==> src/rtl/game_pkg.sv <==
// Shared types and constants for the game sequencer: state encoding, counter
// widths and the level-dependent scroll period helper.
package game_pkg;

    typedef enum logic [2:0] {
        IDLE  = 3'd0,
        PLAY  = 3'd1,
        PAUSE = 3'd2,
        HIT   = 3'd3,
        OVER  = 3'd4
    } state_t;

    localparam int LEVEL_MAX    = 9;
    localparam int FLASH_FRAMES = 8;
    localparam int FLASH_BIT    = $clog2(FLASH_FRAMES);

    localparam int FRAME_CNT_W = 5;
    localparam int HIT_CNT_W   = 7;
    localparam int LEVEL_W     = 4;
    localparam int LIVES_W     = 2;
    localparam int SCORE_W     = 14;

    // Frames per scroll step: one fewer per level above 1, never below 1.
    function automatic logic [FRAME_CNT_W-1:0] scroll_period(
        input logic [LEVEL_W-1:0]     lvl,
        input logic [FRAME_CNT_W-1:0] frames_l1
    );
        logic [FRAME_CNT_W-1:0] steps;
        steps = FRAME_CNT_W'(lvl) - FRAME_CNT_W'(1);
        if (steps >= frames_l1) begin
            return FRAME_CNT_W'(1);
        end
        return frames_l1 - steps;
    endfunction

endpackage

==> src/rtl/frame_tick_gen.sv <==
// Per-frame tick: synchronises the active-low VGA vsync and emits a registered
// one-clock pulse on each falling edge.
module frame_tick_gen (
    input  logic clk,
    input  logic rst,
    input  logic vsync,
    output logic frame_tick
);

    logic sync1_q;
    logic sync2_q;
    logic dly_q;
    logic tick_q;

    // Synchroniser resets to the idle (high) level so leaving reset never fakes an edge.
    always_ff @(posedge clk or posedge rst) begin
        if (rst) begin
            sync1_q <= 1'b1;
            sync2_q <= 1'b1;
            dly_q   <= 1'b1;
            tick_q  <= 1'b0;
        end else begin
            sync1_q <= vsync;
            sync2_q <= sync1_q;
            dly_q   <= sync2_q;
            tick_q  <= dly_q & ~sync2_q;
        end
    end

    assign frame_tick = tick_q;

endmodule

==> src/rtl/game_ctrl.sv <==
// Game sequencer: FSM over idle/play/pause/hit/over, level-paced scroll strobes,
// and score/level/lives bookkeeping driven by the per-frame tick.
module game_ctrl
    import game_pkg::*;
#(
    parameter int FRAMES_L1  = 8,
    parameter int HIT_FRAMES = 60,
    parameter int LIVES      = 3,
    parameter int LEVEL_PTS  = 100,
    parameter int SCORE_MAX  = 9999
) (
    input  logic               clk,
    input  logic               rst,
    input  logic               start,
    input  logic               pause_sw,
    input  logic               vsync,
    input  logic               collide,
    output state_t             state,
    output logic               run_en,
    output logic               scroll_tick,
    output logic               wall_reset,
    output logic               flash,
    output logic               frame_tick,
    output logic [LEVEL_W-1:0] level,
    output logic [SCORE_W-1:0] score,
    output logic [LIVES_W-1:0] lives
);

    localparam logic [FRAME_CNT_W-1:0] PERIOD_L1 = FRAME_CNT_W'(FRAMES_L1);
    localparam logic [HIT_CNT_W-1:0]   HIT_LIM   = HIT_CNT_W'(HIT_FRAMES);
    localparam logic [LIVES_W-1:0]     LIVES_INIT = LIVES_W'(LIVES);
    localparam logic [SCORE_W-1:0]     SCORE_SAT = SCORE_W'(SCORE_MAX);
    localparam logic [SCORE_W-1:0]     PTS_LAST  = SCORE_W'(LEVEL_PTS - 1);
    localparam logic [LEVEL_W-1:0]     LVL_TOP   = LEVEL_W'(LEVEL_MAX);
    localparam logic [LEVEL_W-1:0]     LVL_ONE   = LEVEL_W'(1);

    state_t                 state_q, state_d;
    logic                   start_q;
    logic [FRAME_CNT_W-1:0] frame_cnt_q, frame_cnt_d;
    logic [HIT_CNT_W-1:0]   hit_cnt_q, hit_cnt_d;
    logic [SCORE_W-1:0]     score_q, score_d;
    logic [SCORE_W-1:0]     pts_q, pts_d;
    logic [LEVEL_W-1:0]     level_q, level_d;
    logic [LIVES_W-1:0]     lives_q, lives_d;
    logic                   run_en_q, run_en_d;
    logic                   scroll_q, scroll_d;
    logic                   wall_q, wall_d;

    logic                   start_edge;
    logic                   frame_tick_w;
    logic [FRAME_CNT_W-1:0] period;
    logic [FRAME_CNT_W-1:0] frame_inc;
    logic [HIT_CNT_W-1:0]   hit_inc;

    frame_tick_gen u_frame_tick_gen (
        .clk        (clk),
        .rst        (rst),
        .vsync      (vsync),
        .frame_tick (frame_tick_w)
    );

    assign start_edge = start & ~start_q;
    assign period     = scroll_period(level_q, PERIOD_L1);
    assign frame_inc  = frame_cnt_q + FRAME_CNT_W'(1);
    assign hit_inc    = hit_cnt_q + HIT_CNT_W'(1);

    always_comb begin
        state_d     = state_q;
        frame_cnt_d = frame_cnt_q;
        hit_cnt_d   = hit_cnt_q;
        score_d     = score_q;
        pts_d       = pts_q;
        level_d     = level_q;
        lives_d     = lives_q;
        scroll_d    = 1'b0;
        wall_d      = 1'b0;

        case (state_q)
            IDLE: begin
                if (start_edge) begin
                    state_d     = PLAY;
                    score_d     = '0;
                    pts_d       = '0;
                    level_d     = LVL_ONE;
                    lives_d     = LIVES_INIT;
                    frame_cnt_d = '0;
                    wall_d      = 1'b1;
                end
            end
            PLAY: begin
                if (collide) begin
                    state_d   = HIT;
                    lives_d   = lives_q - LIVES_W'(1);
                    hit_cnt_d = '0;
                end else if (pause_sw) begin
                    state_d = PAUSE;
                end else if (frame_tick_w) begin
                    if (frame_inc >= period) begin
                        frame_cnt_d = '0;
                        scroll_d    = 1'b1;
                        // pts_q tracks progress toward the next multiple of LEVEL_PTS.
                        if (score_q != SCORE_SAT) begin
                            score_d = score_q + SCORE_W'(1);
                            if (pts_q == PTS_LAST) begin
                                pts_d = '0;
                                if (level_q != LVL_TOP) begin
                                    level_d = level_q + LEVEL_W'(1);
                                end
                            end else begin
                                pts_d = pts_q + SCORE_W'(1);
                            end
                        end
                    end else begin
                        frame_cnt_d = frame_inc;
                    end
                end
            end
            PAUSE: begin
                if (!pause_sw) begin
                    state_d = PLAY;
                end
            end
            HIT: begin
                if (frame_tick_w) begin
                    hit_cnt_d = hit_inc;
                    if (hit_inc >= HIT_LIM) begin
                        if (lives_q == '0) begin
                            state_d = OVER;
                        end else begin
                            state_d     = PLAY;
                            frame_cnt_d = '0;
                            wall_d      = 1'b1;
                        end
                    end
                end
            end
            OVER: begin
                if (start_edge) begin
                    state_d = IDLE;
                end
            end
            default: state_d = IDLE;
        endcase

        run_en_d = (state_d == PLAY);
    end

    // start_q resets high so a button held through reset needs a fresh press.
    always_ff @(posedge clk or posedge rst) begin
        if (rst) begin
            state_q     <= IDLE;
            start_q     <= 1'b1;
            frame_cnt_q <= '0;
            hit_cnt_q   <= '0;
            score_q     <= '0;
            pts_q       <= '0;
            level_q     <= LVL_ONE;
            lives_q     <= LIVES_INIT;
            run_en_q    <= 1'b0;
            scroll_q    <= 1'b0;
            wall_q      <= 1'b0;
        end else begin
            state_q     <= state_d;
            start_q     <= start;
            frame_cnt_q <= frame_cnt_d;
            hit_cnt_q   <= hit_cnt_d;
            score_q     <= score_d;
            pts_q       <= pts_d;
            level_q     <= level_d;
            lives_q     <= lives_d;
            run_en_q    <= run_en_d;
            scroll_q    <= scroll_d;
            wall_q      <= wall_d;
        end
    end

    assign state       = state_q;
    assign run_en      = run_en_q;
    assign scroll_tick = scroll_q;
    assign wall_reset  = wall_q;
    assign flash       = (state_q == HIT) && hit_cnt_q[FLASH_BIT];
    assign frame_tick  = frame_tick_w;
    assign level       = level_q;
    assign score       = score_q;
    assign lives       = lives_q;

endmodule
==> config.mk <==
export PLATFORM = sky130hd
export DESIGN_NAME = game_ctrl
export DESIGN_NICKNAME = d
export VERILOG_FILES = /design/src/rtl/game_pkg.sv /design/src/rtl/frame_tick_gen.sv /design/src/rtl/game_ctrl.sv
export SDC_FILE = /design/constraint.sdc
export NUM_CORES = 1
export LEC_CHECK = 0
export ABC_CLOCK_PERIOD_IN_PS = 8200
export BUFFER_PORTS_ARGS = -buffer_cell sky130_fd_sc_hd__clkbuf_2
export CORE_ASPECT_RATIO = 0.8
export CORE_MARGIN = 5
export CORE_UTILIZATION = 56
export DETAILED_ROUTE_END_ITERATION = 10
export GPL_TIMING_DRIVEN = 0
export HOLD_SLACK_MARGIN = 0.12
export PLACE_DENSITY_LB_ADDON = 0.15
export SYNTH_ARGS = -nofsm -noshare
export SYNTH_HDL_FRONTEND = slang
export SYNTH_SLANG_ARGS = --single-unit
export TNS_END_PERCENT = 100
==> constraint.sdc <==
create_clock -name clk -period 8.2 [get_ports clk]
set_input_delay 0.82 -clock clk [delete_from_list [all_inputs] [get_ports clk]]
set_output_delay 0.82 -clock clk [all_outputs]
set_load 0.005 [all_outputs]
==> summary.txt <==
Global route
  – Largest net degree at the start of global routing: 42
  – Vias in the first global route: 2945
  – Total congestion overflow: 0
  – GRT Util Overall: 23.5%
  – Initial antenna violation count: 0
  – First-pass GRT wire length: around 15 mm

Placement
  – Number of placed instances, taps included: 483
  – DP Wirelength: 6.02 mm
  – Pre-CTS setup slack: between 4 and 5 ns
  – PortBufs: 33
  – Post-DP Area: 3740 um^2
  – Routability cong.: between 0.8 and 0.9

Clocking
  – Clk pin slew, worst setup/hold paths: 0.07 ns
  – CTS H-tree depth: 3
  – CTS tree: yes
  – Clk_lat worst skew: 0.35 ns
  – Clock sink count: 57
  – Cts hold-fix bufs: 0
  – Clock Path Buffers: 2
  – Post-CTS setup buffers: 0
  – TritonCTS buffer count: 9
  – CTS-repair resized insts: 0
  – Clk root buf: clkbuf_8

STA
  – Post-Route Setup TNS: 0 ns
  – Min setup slack post-route: 4.27 ns
  – Slew @ Worst Pin: 0.623 ns
  – RSZ-0062 raised after global routing: false
  – Final Hold Viols: 0
  – Hold slack: roughly 0.36 ns
  – Clock skew: 0.00825 ns
  – Max Slew Vio Count: 0
  – Max Freq: 255 MHz
  – Final Setup Violations: 0
  – Fin crit share: 47.9%
  – Fin crit period: 3.93 ns
  – Rel. slew slack: 58.3%

Drt
  – Drt pass-1 iters: 5
  – Drt initial violations: 214
  – Detail Route Antenna Nets: 0
  – DRC violations left: 0
  – WL final: 8.52 mm
  – DR vias/cell: 6.31
  – DR vias: 3151
  – Drt wl/cell: 17.1 um

Cells and area
  – Area Growth Syn to Fin: 14.6%
  – Share of cells above drive strength 1: 19.6%
  – Nets: roughly 430
  – Finished Layout Cells: 499
  – # diodes: 0
  – Final std cell area, no fill: between 3000 and 4000 um^2
  – Post-layout util: about two thirds
  – Fillers: 493

Pwr
  – Clock share of power: 24.4%
  – Register share of total power: 32.1%
  – Worst vdd ir: 0.131 mV
  – Total power: 1.18 mW
  – Switch share: between 40% and 50%
  – Internal: 0.696 mW
  – P_leak: around 1.8 nW
  – Comb power frac: 43.5%
  – P_sw: between 0.4 and 0.5 mW
  – Total power divided by cell area: 299 nW/um^2

Hold path
  – Hold crit path type: reg2reg

Yosys
  – Yosys cell types: 64
  – Top post-synthesis cells by area: dfrtp_1 (36%), o31ai_1 (5.6%), ha_1 (5.4%)
  – Most frequent cells after synthesis: dfrtp_1 (50), o31ai_1 (26), nand2_1 (25)
  – Syn. warnings: 0
  – Synth Cell Area: 3460 um^2
  – Synth Register Bits: 57
  – Synth area leader: dfrtp_1
  – Top-count cell post-synth: dfrtp_1
  – Synth Net Count: 389
  – Top FF cell, synth: dfrtp_1
  – Syn Area/Cell: 9.39 um^2
  – Yosys top cell area share: 36.2%
  – Async set or reset register ratio after synthesis: 100%
  – Mapped Cells: 368
  – Sequential fraction of the synthesis area: between 40% and 50%
  – EDFF count, synth: 0

Floorplan
  – Die Y: 80.3 um
  – Die W: approximately 100 um
  – Die ar.: 7850 um^2
  – Rows: 25
  – Top Ports: 34
  – Core Region: 5940 um^2
  – Effective utilization at floorplan: 58.1%

Outcome
  – Outcome: finished clean

Flow run
  – Max-cap viol count: 0

Critical path
  – Critical Path End Type: register
  – Crit path max fanout: 7
  – Crit path kind: reg2reg
  – Worst EP required: 8.44 ns
  – CP arrival: 4.16 ns
  – CP startpoint kind: register
==> power groups by stage <==
stage               logic [mW]  registers (mW)  clock network, mW
floorplan                0.368           0.373                  0
global placement         0.483           0.382                  0
detailed placement       0.505           0.383                  0
CTS                      0.514           0.378              0.295
global route             0.580           0.387              0.311
finish                   0.515           0.380              0.289
==> cell usage in the layout, fill, tap and decap left out, types with 3 or more instances in the layout <==
| master | synthesis | layout |
|---|---|---|
| nand4b_1 | 5 | 5 |
| and3_1 | 8 | 8 |
| o211ai_1 | 3 | 3 |
| a21oi_1 | 19 | 19 |
| nand3_1 | 21 | 21 |
| or4_1 | 7 | 7 |
| ha_1 | 15 | 15 |
| inv_1 | 12 | 11 |
| clkbuf_2 | 0 | 33 |
| xnor2_1 | 3 | 3 |
| xor2_1 | 3 | 3 |
| o21ai_1 | 3 | 3 |
| o21a_1 | 4 | 4 |
| o21ai_0 | 21 | 21 |
| or3_1 | 4 | 4 |
| o31ai_1 | 26 | 26 |
| buf_6 | 3 | 3 |
| a22o_1 | 4 | 4 |
| and2_1 | 5 | 5 |
| clkbuf_1 | 6 | 7 |
| nor2b_1 | 3 | 3 |
| a211oi_1 | 4 | 4 |
| dfrtp_1 | 50 | 50 |
| buf_2 | 6 | 6 |
| o41ai_1 | 5 | 5 |
| buf_4 | 3 | 3 |
| nor3_1 | 15 | 15 |
| nand2_1 | 25 | 25 |
| nand2b_1 | 4 | 4 |
| a31oi_1 | 3 | 3 |
| nand4_1 | 9 | 9 |
| nor4_1 | 3 | 3 |
| clkbuf_8 | 0 | 13 |
| dfstp_2 | 7 | 7 |
| nor2_1 | 19 | 19 |
| mux2i_1 | 3 | 3 |
==> path summary, 6_finish.rpt <==
kind                                          start                  endpoint  slack (ns)  depth (start not counted)
min in group asynchronous                       rst              hit_cnt_q[1]        0.43                          2
max in group asynchronous                       rst                  level[0]        7.17                          3
hold reg to reg            u_frame_tick_gen.sync1_q  u_frame_tick_gen.sync2_q        0.36                          0
setup reg to reg                           level[0]                  pts_q[8]        4.27                         13
setup / recovery                           level[0]                  pts_q[8]        4.27                         13
hold / removal             u_frame_tick_gen.sync1_q  u_frame_tick_gen.sync2_q        0.36                          0
==> area by class of cell <==
type	count	area (um^2)	share of cell area, %
multi-input combinational	281	1870	47.1
sequential	57	1440	36.2
tap	81	101	2.56
timing repair buffer	34	185	4.68
inverter	12	45.0	1.14
clock buffer	14	183	4.61
buffer	18	109	2.75
clock inverter	2	35.0	0.885
==> cell families after synthesis <==
family | Yosys count | synth area share, %
AOI/OAI and AO/OA | 111 | 22.0
xor gates and xnor gates | 6 | 1.52
adders and majority gates | 15 | 5.43
buffers and inverters | 30 | 4.45
DFF | 57 | 41.5
muxes | 4 | 1.19
and+or+nand+nor | 145 | 23.9
==> layer usage <==
| layer | wire length (um) | vias to the layer above | global-route usage [%] |
|---|---|---|---|
| li1 | - | 1502 | - |
| met4 | 149 | 0 | 9.68 |
| met5 | 0 | - | 0 |
| met3 | 422 | 17 | 5.47 |
| met2 | 4000 | 88 | 36.2 |
| met1 | 3950 | 1544 | 32.1 |
==> flip-flops by register name, summed over array words and instances, names as in the netlist <==
register                     flops
u_frame_tick_gen.sync2_q         1
frame_cnt_q                      5
pts_q                           14
scroll_tick                      1
hit_cnt_q                        7
lives                            2
run_en                           1
level                            4
u_frame_tick_gen.sync1_q         1
state                            3
u_frame_tick_gen.frame_tick      1
start_q                          1
wall_reset                       1
score                           14
u_frame_tick_gen.dly_q           1
==> worst max-delay path, stage by stage (launching register included) <==
cell      delay [ns]
dfstp_2         0.58
clkbuf_1        0.30
inv_1           0.16
ha_1            0.25
xnor2_1         0.22
nand3_1         0.15
o22ai_1         0.26
nand2_1         0.09
ha_1            0.28
nand2b_1        0.10
a31oi_1         0.16
o21ai_1         0.54
nand4_1         0.36
o41ai_1         0.35
Power figures use the tool's default switching activity.
